File: src/rtl/md_pkg.sv
// Shared types and constants for the Execute stage with RV32M/RV64M multiply/divide.
// Opcode encodings follow funct3 for M ops and the existing ALUControlE/BranchTypeE codes.
package md_pkg;

    typedef enum logic [2:0] {
        MD_MUL    = 3'd0,
        MD_MULH   = 3'd1,
        MD_MULHSU = 3'd2,
        MD_MULHU  = 3'd3,
        MD_DIV    = 3'd4,
        MD_DIVU   = 3'd5,
        MD_REM    = 3'd6,
        MD_REMU   = 3'd7
    } md_op_t;

    typedef enum logic [1:0] {
        IDLE = 2'd0,
        RUN  = 2'd1,
        DONE = 2'd2
    } md_state_t;

    localparam int ALU_ADD   = 0;
    localparam int ALU_SUB   = 1;
    localparam int ALU_AND   = 2;
    localparam int ALU_OR    = 3;
    localparam int ALU_XOR   = 4;
    localparam int ALU_SLT   = 5;
    localparam int ALU_SLTU  = 6;
    localparam int ALU_SLL   = 7;
    localparam int ALU_SRL   = 8;
    localparam int ALU_SRA   = 9;
    localparam int ALU_PASSB = 10;

    localparam logic [2:0] BR_BEQ  = 3'b000;
    localparam logic [2:0] BR_BNE  = 3'b001;
    localparam logic [2:0] BR_BLT  = 3'b100;
    localparam logic [2:0] BR_BGE  = 3'b101;
    localparam logic [2:0] BR_BLTU = 3'b110;
    localparam logic [2:0] BR_BGEU = 3'b111;

    // Special-case constants are built 64 bits wide and sliced to XLEN by the user.
    function automatic logic [63:0] md_int_min(input int xlen);
        md_int_min = 64'h1 << (xlen - 1);
    endfunction

    function automatic logic [63:0] md_all_ones(input int xlen);
        md_all_ones = (xlen >= 64) ? 64'hFFFF_FFFF_FFFF_FFFF : ((64'h1 << xlen) - 64'h1);
    endfunction

endpackage

File: src/rtl/execute_stage_md_md_unit.sv
// Multi-cycle multiply/divide unit: IDLE/RUN/DONE FSM with a shared radix-2
// shift-add / restoring-divide datapath, plus the single-cycle multiply path.
module md_unit
    import md_pkg::*;
#(
    parameter int XLEN          = 32,
    parameter int MUL_ITERATIVE = 0
) (
    input  logic            clk,
    input  logic            reset,
    input  logic            flush,
    input  logic            start,
    input  logic [2:0]      op,
    input  logic [XLEN-1:0] a,
    input  logic [XLEN-1:0] b,
    output logic [XLEN-1:0] result,
    output logic            busy,
    output logic            done
);

    localparam int CW = $clog2(XLEN) + 1;
    localparam logic [63:0] ONES_W = md_all_ones(XLEN);
    localparam logic [63:0] MIN_W  = md_int_min(XLEN);
    localparam logic [XLEN-1:0] ALL_ONES = ONES_W[XLEN-1:0];
    localparam logic [XLEN-1:0] INT_MIN  = MIN_W[XLEN-1:0];

    md_state_t       state;
    md_op_t          op_q;
    logic [CW-1:0]   count;
    logic [XLEN-1:0] acc, quot, bm;
    logic            neg_q, neg_r;

    md_op_t                 op_i;
    logic                   a_sgn, b_sgn, a_neg, b_neg, is_div, div0, ovf, comb_op, accept;
    logic [XLEN-1:0]        a_mag, b_mag;
    logic [XLEN:0]          mul_sum, div_sh;
    logic [XLEN-1:0]        div_sub, acc_n, quot_n, comb_res;
    logic                   div_ge;
    logic signed [2*XLEN-1:0] mp;

    // Sign fixup on the magnitude result: hi holds product-high / remainder, lo holds product-low / quotient.
    function automatic logic [XLEN-1:0] md_fixup(input md_op_t o, input logic [XLEN-1:0] hi,
                                                 input logic [XLEN-1:0] lo, input logic nq, input logic nr);
        logic [2*XLEN-1:0] prod;
        logic [XLEN-1:0]   q, r;
        prod = nq ? -{hi, lo} : {hi, lo};
        q    = nq ? -lo : lo;
        r    = nr ? -hi : hi;
        case (o)
            MD_MUL:                       md_fixup = prod[XLEN-1:0];
            MD_MULH, MD_MULHSU, MD_MULHU: md_fixup = prod[2*XLEN-1:XLEN];
            MD_DIV, MD_DIVU:              md_fixup = q;
            default:                      md_fixup = r;
        endcase
    endfunction

    always_comb begin
        op_i    = md_op_t'(op);
        is_div  = op[2];
        a_sgn   = (op_i == MD_MULH) || (op_i == MD_MULHSU) || (op_i == MD_DIV) || (op_i == MD_REM);
        b_sgn   = (op_i == MD_MULH) || (op_i == MD_DIV) || (op_i == MD_REM);
        a_neg   = a_sgn & a[XLEN-1];
        b_neg   = b_sgn & b[XLEN-1];
        a_mag   = a_neg ? -a : a;
        b_mag   = b_neg ? -b : b;
        div0    = is_div & (b == '0);
        ovf     = is_div & b_sgn & (a == INT_MIN) & (b == ALL_ONES);
        comb_op = (MUL_ITERATIVE == 0) & ~is_div;
        accept  = (state == IDLE) & start & ~flush & ~comb_op;
    end

    // One radix-2 step; op_q[2] distinguishes divide from multiply.
    always_comb begin
        mul_sum = {1'b0, acc} + (quot[0] ? {1'b0, bm} : '0);
        div_sh  = {acc, quot[XLEN-1]};
        div_ge  = div_sh >= {1'b0, bm};
        div_sub = div_sh[XLEN-1:0] - bm;
        if (op_q[2]) begin
            acc_n  = div_ge ? div_sub : div_sh[XLEN-1:0];
            quot_n = {quot[XLEN-2:0], div_ge};
        end else begin
            acc_n  = mul_sum[XLEN:1];
            quot_n = {mul_sum[0], quot[XLEN-1:1]};
        end
    end

    always_ff @(posedge clk or posedge reset) begin
        if (reset) begin
            state <= IDLE;
            op_q  <= MD_MUL;
            count <= '0;
            acc   <= '0;
            quot  <= '0;
            bm    <= '0;
            neg_q <= 1'b0;
            neg_r <= 1'b0;
        end else if (flush) begin
            state <= IDLE;
        end else begin
            case (state)
                IDLE: if (accept) begin
                    op_q  <= op_i;
                    bm    <= is_div ? b_mag : a_mag;
                    count <= CW'(XLEN);
                    if (div0) begin
                        quot  <= ALL_ONES;
                        acc   <= a;
                        neg_q <= 1'b0;
                        neg_r <= 1'b0;
                        state <= DONE;
                    end else if (ovf) begin
                        quot  <= a;
                        acc   <= '0;
                        neg_q <= 1'b0;
                        neg_r <= 1'b0;
                        state <= DONE;
                    end else begin
                        quot  <= is_div ? a_mag : b_mag;
                        acc   <= '0;
                        neg_q <= a_neg ^ b_neg;
                        neg_r <= a_neg;
                        state <= RUN;
                    end
                end
                RUN: begin
                    acc   <= acc_n;
                    quot  <= quot_n;
                    count <= count - CW'(1);
                    if (count == CW'(1)) state <= DONE;
                end
                DONE:    state <= IDLE;
                default: state <= IDLE;
            endcase
        end
    end

    // Single-cycle multiply: sign-extend each operand to 2*XLEN; the low 2*XLEN product bits are exact.
    always_comb begin
        mp       = $signed({{XLEN{a_neg}}, a}) * $signed({{XLEN{b_neg}}, b});
        comb_res = (op_i == MD_MUL) ? mp[XLEN-1:0] : mp[2*XLEN-1:XLEN];
    end

    assign done   = (state == DONE);
    assign busy   = ~reset & ((state == RUN) | accept);
    assign result = done ? md_fixup(op_q, acc, quot, neg_q, neg_r) : comb_res;

endmodule

File: src/rtl/execute_stage_md.sv
// RISC-V Execute stage: forwarding, ALU, branch/jump target, and the M-extension unit
// whose StallMDE output freezes the front of the pipeline while an op iterates.
module execute_stage_md
    import md_pkg::*;
#(
    parameter int XLEN          = 32,
    parameter int MUL_ITERATIVE = 0,
    parameter int ALU_OPW       = 4
) (
    input  logic               clk,
    input  logic               reset,
    input  logic               FlushE,
    input  logic               JumpE,
    input  logic               BranchE,
    input  logic               ALUSrcE,
    input  logic               JalrE,
    input  logic [1:0]         ForwardAE,
    input  logic [1:0]         ForwardBE,
    input  logic [ALU_OPW-1:0] ALUControlE,
    input  logic [2:0]         BranchTypeE,
    input  logic               MdE,
    input  logic [2:0]         MdOpE,
    input  logic [XLEN-1:0]    PCE,
    input  logic [XLEN-1:0]    ExtImmE,
    input  logic [XLEN-1:0]    RD1E,
    input  logic [XLEN-1:0]    RD2E,
    input  logic [XLEN-1:0]    ALUResultM,
    input  logic [XLEN-1:0]    ResultW,
    output logic [XLEN-1:0]    ALUResultE,
    output logic [XLEN-1:0]    WriteDataE,
    output logic [XLEN-1:0]    PCTargetE,
    output logic               PCSrcE,
    output logic               StallMDE
);

    localparam int SHW = $clog2(XLEN);

    logic [XLEN-1:0] SrcAE, SrcBE, alu_result, md_result;
    logic [SHW-1:0]  shamt;
    logic            br_eq, br_lt, br_ltu, br_taken, md_done, md_comb;

    always_comb begin
        case (ForwardAE)
            2'b01:   SrcAE = ResultW;
            2'b10:   SrcAE = ALUResultM;
            default: SrcAE = RD1E;
        endcase
        case (ForwardBE)
            2'b01:   WriteDataE = ResultW;
            2'b10:   WriteDataE = ALUResultM;
            default: WriteDataE = RD2E;
        endcase
        SrcBE = ALUSrcE ? ExtImmE : WriteDataE;
        shamt = SrcBE[SHW-1:0];
    end

    always_comb begin
        case (int'(ALUControlE))
            ALU_ADD:   alu_result = SrcAE + SrcBE;
            ALU_SUB:   alu_result = SrcAE - SrcBE;
            ALU_AND:   alu_result = SrcAE & SrcBE;
            ALU_OR:    alu_result = SrcAE | SrcBE;
            ALU_XOR:   alu_result = SrcAE ^ SrcBE;
            ALU_SLT:   alu_result = {{(XLEN-1){1'b0}}, $signed(SrcAE) < $signed(SrcBE)};
            ALU_SLTU:  alu_result = {{(XLEN-1){1'b0}}, SrcAE < SrcBE};
            ALU_SLL:   alu_result = SrcAE << shamt;
            ALU_SRL:   alu_result = SrcAE >> shamt;
            ALU_SRA:   alu_result = $signed(SrcAE) >>> shamt;
            ALU_PASSB: alu_result = SrcBE;
            default:   alu_result = '0;
        endcase
    end

    // Branches compare the forwarded register operands, never the immediate.
    always_comb begin
        br_eq  = (SrcAE == WriteDataE);
        br_lt  = ($signed(SrcAE) < $signed(WriteDataE));
        br_ltu = (SrcAE < WriteDataE);
        case (BranchTypeE)
            BR_BEQ:  br_taken = br_eq;
            BR_BNE:  br_taken = ~br_eq;
            BR_BLT:  br_taken = br_lt;
            BR_BGE:  br_taken = ~br_lt;
            BR_BLTU: br_taken = br_ltu;
            BR_BGEU: br_taken = ~br_ltu;
            default: br_taken = 1'b0;
        endcase
    end

    assign PCTargetE = (JalrE ? RD1E : PCE) + ExtImmE;
    assign PCSrcE    = (br_taken & BranchE) | JumpE;

    md_unit #(
        .XLEN          (XLEN),
        .MUL_ITERATIVE (MUL_ITERATIVE)
    ) u_md (
        .clk    (clk),
        .reset  (reset),
        .flush  (FlushE),
        .start  (MdE),
        .op     (MdOpE),
        .a      (SrcAE),
        .b      (WriteDataE),
        .result (md_result),
        .busy   (StallMDE),
        .done   (md_done)
    );

    assign md_comb    = MdE & (MUL_ITERATIVE == 0) & ~MdOpE[2];
    assign ALUResultE = (MdE & (md_done | md_comb)) ? md_result : alu_result;

endmodule

File: config.mk
export PLATFORM = sky130hd
export DESIGN_NAME = execute_stage_md
export DESIGN_NICKNAME = d
export VERILOG_FILES = /design/src/rtl/md_pkg.sv /design/src/rtl/execute_stage_md_md_unit.sv /design/src/rtl/execute_stage_md.sv
export SDC_FILE = /design/constraint.sdc
export NUM_CORES = 2
export LEC_CHECK = 0
export ABC_AREA = 0
export BUFFER_PORTS_ARGS = -buffer_cell sky130_fd_sc_hd__buf_2
export CORE_UTILIZATION = 37
export DETAILED_ROUTE_END_ITERATION = 8
export PLACE_DENSITY = 0.56
export RECOVER_POWER = 25
export SETUP_SLACK_MARGIN = 0.05
export SYNTH_ARGS = -nofsm -noshare
export SYNTH_HDL_FRONTEND = slang
export SYNTH_SLANG_ARGS = --single-unit
File: constraint.sdc
create_clock -name clk -period 11.5 [get_ports clk]
set_clock_uncertainty 0.1 [all_clocks]
set_input_delay 0 -clock clk [delete_from_list [all_inputs] [get_ports clk]]
set_output_delay 0 -clock clk [all_outputs]
set_load 0.05 [all_outputs]
### Yosys cells after proc, flatten, opt, wreduce, memory -nomap -nowiden

Index checks and enable logic that the tools add are counted.

* flip-flop bits (word level): 109
* input bits: 214
* output and inout port bits: 98
* logic and storage cells: 148

* $mul: 1
* equal/unequal tests: 37
* shift-type cells: 3
* bitwise gates (word level): 26
* muxes and demuxes: 40
* reduce and logical (&&, ||, !) cells: 17
* order comparisons: 5
* $add $sub $neg: 11

Operators by type and width (number)
* $mux 32: 20
* $pmux 32 s11: 1
* $pmux 32 s2: 4
* $lt 32x32->1: 4
* $neg 32->32: 4
* $pmux 32 s3: 1
* $add 32x32->32: 2
* $eq 32x32->1 const B: 2
* $mul 33x33->64: 1
* $mux 64: 1
* $neg 64->64: 1
* $sub 32x32->32: 2
* $add 32x33->33: 1
* $ge 33x32->1: 1
* $and 32x32->32: 1
* $eq 32x32->1: 1
* $logic_not 32->1: 1
* $or 32x32->32: 1
* $shl 32x5->32: 1
* $shr 32x5->32: 1
* $sshr 32x5->32: 1
* $xor 32x32->32: 1
* $eq 3x3->1 const B: 8
* $eq 4x3->1 const B: 4
* 30 further kinds: 75

### Logic depth before layout (Yosys ltp)

* word-level depth: 11
* gate-level depth with buffers: 39
* mapped depth without buffers: 34

### Hierarchy

Synthesis repeated with hierarchy kept, for this count alone.

* cell total of the unflattened synthesis: 8181
* area, all modules: 65278.9 µm²

By module, submodules not included
* md_unit: area each 51353.0 µm², cells each 6122, sequential area each 2727.6 µm², times used 1
* execute_stage_md: area each 13925.9 µm², cells each 2059, sequential area each 0.0 µm², times used 1

### Least setup slack after synthesis

OpenSTA, ideal clock, no wires.

* path kind: input to output
* start point: input ForwardAE[0]
* end point: output ALUResultE[21]
* slack: 1.222 ns
* arrival: 10.178 ns
* stages: 34
* required time: 11.400 ns
* buffers on the path: 6
* cells stage by stage: inv_1 -> ha_1 -> buf_2 -> buf_2 -> buf_1 -> nand2_1 -> o21ai_1 -> clkinv_1 -> nor2_1 -> clkbuf_1 -> clkbuf_1 -> nand2_1 -> fa_1 -> fa_1 -> inv_1 -> fa_1 -> inv_1 -> fa_1 -> inv_1 -> fa_1 -> fa_1 -> fa_1 -> inv_1 -> fa_1 -> inv_1 -> ha_1 -> clkbuf_1 -> and3_1 -> nand2_1 -> a2111oi_0 -> nor2_1 -> xnor2_1 -> a211oi_1 -> o32ai_1

* word-level cells in the longest chain between the ends: 7
* elaborated cells between the ends (all ways): 17
* those cells by class: add/sub (2); mul (1); eq/ne (2); shift (3); mux (5); bitwise (4)

Ends and longest elaborated chain
* start: declaration: RTL line execute_stage_md.sv:17 `input logic [1:0] ForwardAE,`
* $eq 2x2->1 / $eq 2x1->1 (equally long branches): RTL line execute_stage_md.sv:43 `case (ForwardAE)`
* $pmux 32 s2 *: RTL line execute_stage_md.sv:43
* $and 1x1->1: RTL line execute_stage_md_md_unit.sv:62 `a_neg = a_sgn & a[XLEN-1];`
* $mul 33x33->64: RTL line execute_stage_md_md_unit.sv:139 `mp = $signed({{XLEN{a_neg}}, a}) * $signed({{XLEN{b_neg}}, b});`
* $mux 32: RTL line execute_stage_md_md_unit.sv:140 `comb_res = (op_i == MD_MUL) ? mp[XLEN-1:0] : mp[2*XLEN-1:XLEN];`
* $mux 32: RTL line execute_stage_md_md_unit.sv:145 `assign result = done ? md_fixup(op_q, acc, quot, neg_q, neg_r) : comb_res;`
* $mux 32 *: RTL line execute_stage_md.sv:110 `assign ALUResultE = (MdE & (md_done | md_comb)) ? md_result : alu_result;`
* end: declaration: RTL line execute_stage_md.sv:29 `output logic [XLEN-1:0] ALUResultE,`

Mark *: on every way between the ends. The rest lies on a longest branch, timed or not.

### Worst setup path after layout

* start point: input ForwardAE[0]
* end point: output ALUResultE[13]

The elaborated chain is that of the path after synthesis.

==> summary.md <==
| Metric | Value |
|---|---|
| Syn Area/Cell | just under 8 µm² |
| CP dominant cell by count | fa_1 |
| Ys async rst share | 100% |
| Startpoint types | input port |
| Via density | 6.05 |
| HPWL after DPL | 272 mm |
| Most common cell after layout, fill and taps aside | inv_1 |
| CTS tree | built |
| Most common flop cell mapped by yosys | dfrtp_1 |
| Register bit total from synthesis | 109 |
| Area share of the largest cell type after synthesis | 35.1% |
| Routed WL per cell | approximately 33 µm |
| ANT nets after route | 0 |
| Max-slew headroom | -180% |
| Syn Nets | around 9900 |
| CP required | 11400 ps |
| Sequential cell area fraction in the yosys report | 4.23% |
| Max Fanout on Critical Path | 37 |
| Clk root buf | clkbuf_16 |
| CTS Buffer Depth | 2 |
| Reg-to-reg startpoint | u_md.quot[0] |
| Routed wire length | 344 mm |
| Die Y | 419 µm |
| RSZ-0062 raised after global routing | false |
| # nets final | about 10000 |
| DR iter-0 viols | 7723 |
| Mapped Area | roughly 64000 µm² |
| Largest area contributor in the netlist | fa_1 |
| Most frequent cells in the layout | inv_1 (1288), fa_1 (1130), nand2_1 (1097) |
| Status | finished, violations left |
| Reg2reg end | u_md.acc[27] |
| Global-route wire length before repair | 480 mm |
| Min Tclk post-route | about 11000 ps |
| Worst Hold End | u_md.state[1] |
| Final-report max-slew violation count | roughly 200 |
| CP arrival | about 11000 ps |
| Slowest cell on crit path | buf_4 |
| Total track usage | 38.7% |
| Critical path depth | 31 |
| Flop-to-flop setup slack | 6620 ps |
| Worst setup path category | in2out |
| Routability cong. | 1.05 |
| Reg clk slew, reported paths | roughly 80 ps |
| Core ar. | 172000 µm² |
| Post-synth EDFFs | 0 |
| # H-tree levels | 3 |
| Post-synth cell types | between 100 and 150 |
| I/O Buffers | 311 |
| Vias in the first global route | between 60000 and 70000 |
| Synth Warn # | 0 |
| Die W | between 400 and 500 µm |
| Initial Utilization | 37.4% |
| Layout overhead on the synthesized area | 8.38% |
| Clk_lat worst skew | 380 ps |
| Period utilization | 96.1% |
| Crit-path max cell delay | 760 ps |
| Antenna violations before repair | 24 |
| Cts bufs inserted | 9 |
| Crit end category | primary output |
| DR pass1 iterations | 6 |
| Top post-synthesis cells by area | fa_1 (35%), ha_1 (9.3%), inv_1 (7.5%), nand2_1 (6.4%), dfrtp_1 (4.2%) |
| Failing checks | max-capacitance violations, max-slew violations |
| CTS Sinks | ~110 |
| Drc violations | 0 |
| Share of cells above drive strength 1 | 9.69% |
| CP bufs+invs | 10 |
| Delay-heaviest family, CP | adder cells |
| Max Clk Rate | 0.0905 GHz |
| Via count | 63400 |
| Hold Path Depth | 5 |
| FP Rows | 152 |
| Final hold viol count | 0 |
| Measured slew at the worst slew-check pin | roughly 4200 ps |
| R2R depth | 13 |
| WHS | approximately 190 ps |
| Max_cap viols | 5 |
| Setup Viol. Count Final | 0 |
| Ports | roughly 310 |
| Final Util | 40.5% |
| Remaining Overflow, GRT | 0 |
| Pin count of the biggest net entering global routing | 72 |
| Syn Inst Count | 8098 |
| Die area | 176000 µm² |
| Hold Crit Start | MdE |
| Setup TNS | 0 ps |
| Worst min-delay path class | in2reg |
## worst max-delay path by stage
stage                      to         start
5_1_grt        ALUResultE[13]  ForwardAE[1]
2_1_floorplan  ALUResultE[21]  ForwardAE[0]
4_1_cts        ALUResultE[13]  ForwardAE[0]
3_3_place_gp   ALUResultE[13]  ForwardAE[0]
3_5_place_dp   ALUResultE[13]  ForwardAE[0]
6_report       ALUResultE[13]  ForwardAE[0]
## synthesized netlist by cell type, types with 85 or more instances
| cell type | n |
|---|---|
| a21oi_1 | 375 |
| nor2_1 | 724 |
| o21ai_1 | 123 |
| dfrtp_1 | 109 |
| a22oi_1 | 85 |
| nand3_1 | 91 |
| o21ai_0 | 318 |
| inv_1 | 1292 |
| fa_1 | 1130 |
| xor2_1 | 94 |
| ha_1 | 479 |
| xnor2_1 | 210 |
| mux2i_1 | 181 |
| clkbuf_1 | 374 |
| nand2_1 | 1097 |
| nor3_1 | 90 |
## per-layer routing
metal	vias to the layer above	wire [µm]	global-route usage [%]
met1	32100	136000	50.1
met5	-	59	0
met3	975	35900	10.0
met2	3945	146000	58.1
li1	26400	-	-
met4	10	25900	22.9
## cells by family after synthesis
family                   synth area share [%]
flip-flops                               4.23
XOR/XNOR                                 4.13
buffers and inverters                    11.0
adder cells (fa/ha/maj)                  44.4
AND/OR/NAND/NOR                          15.6
AO/OA/AOI/OAI                            16.7
multiplexers                             4.00
## flip-flops by register name (all words and copies together), names as in the netlist
name	flops
u_md.acc	32
u_md.bm	32
u_md.quot	32
u_md.count	6
u_md.op_q	3
u_md.state	2
u_md.neg_q	1
u_md.neg_r	1
## worst reg2reg max path: stages (launching register included)
cell	delay (ps)
dfrtp_1	450
clkinv_1	670
nor2_1	330
ha_1	310
nor2b_1	180
o31ai_1	370
a211oi_1	220
nor4_1	690
o21ai_0	290
a31oi_1	380
o221ai_1	190
a21o_1	280
xnor2_1	150
o221ai_1	120
## area by class of cell
type / count / area, µm²
Fill cell: 17900 / 102000
Inverter: 1326 / 4980
Multi-Input combinational cell: 6143 / 55200
Tap cell: 2310 / 2890
Sequential cell: 109 / 2730
Antenna cell: 14 / 35.0
Timing Repair Buffer: 562 / 3700
Clock inverter: 5 / 42.5
Clock buffer: 11 / 253
## stage by stage
step	setup WS (ps)	cell area, µm²	std cells
after floorplan	1220	64400	8098
after global placement	577	69500	10400
after detailed placement	466	69500	10400
after CTS	452	69800	10500
after global routing	201	69800	10500
final	454	69800	10500
## what timing repair did
action / CTS / global route
hold endpoints to repair: 41 / 0
resized for setup: 0 / 1
hold buffers: 4 / 0
setup endpoints to repair: 0 / 2
setup buffers: 0 / 0
Power is left out: the tool's default activity adds up to more than one toggle a clock period on the data nets, which glitch-free logic cannot reach.
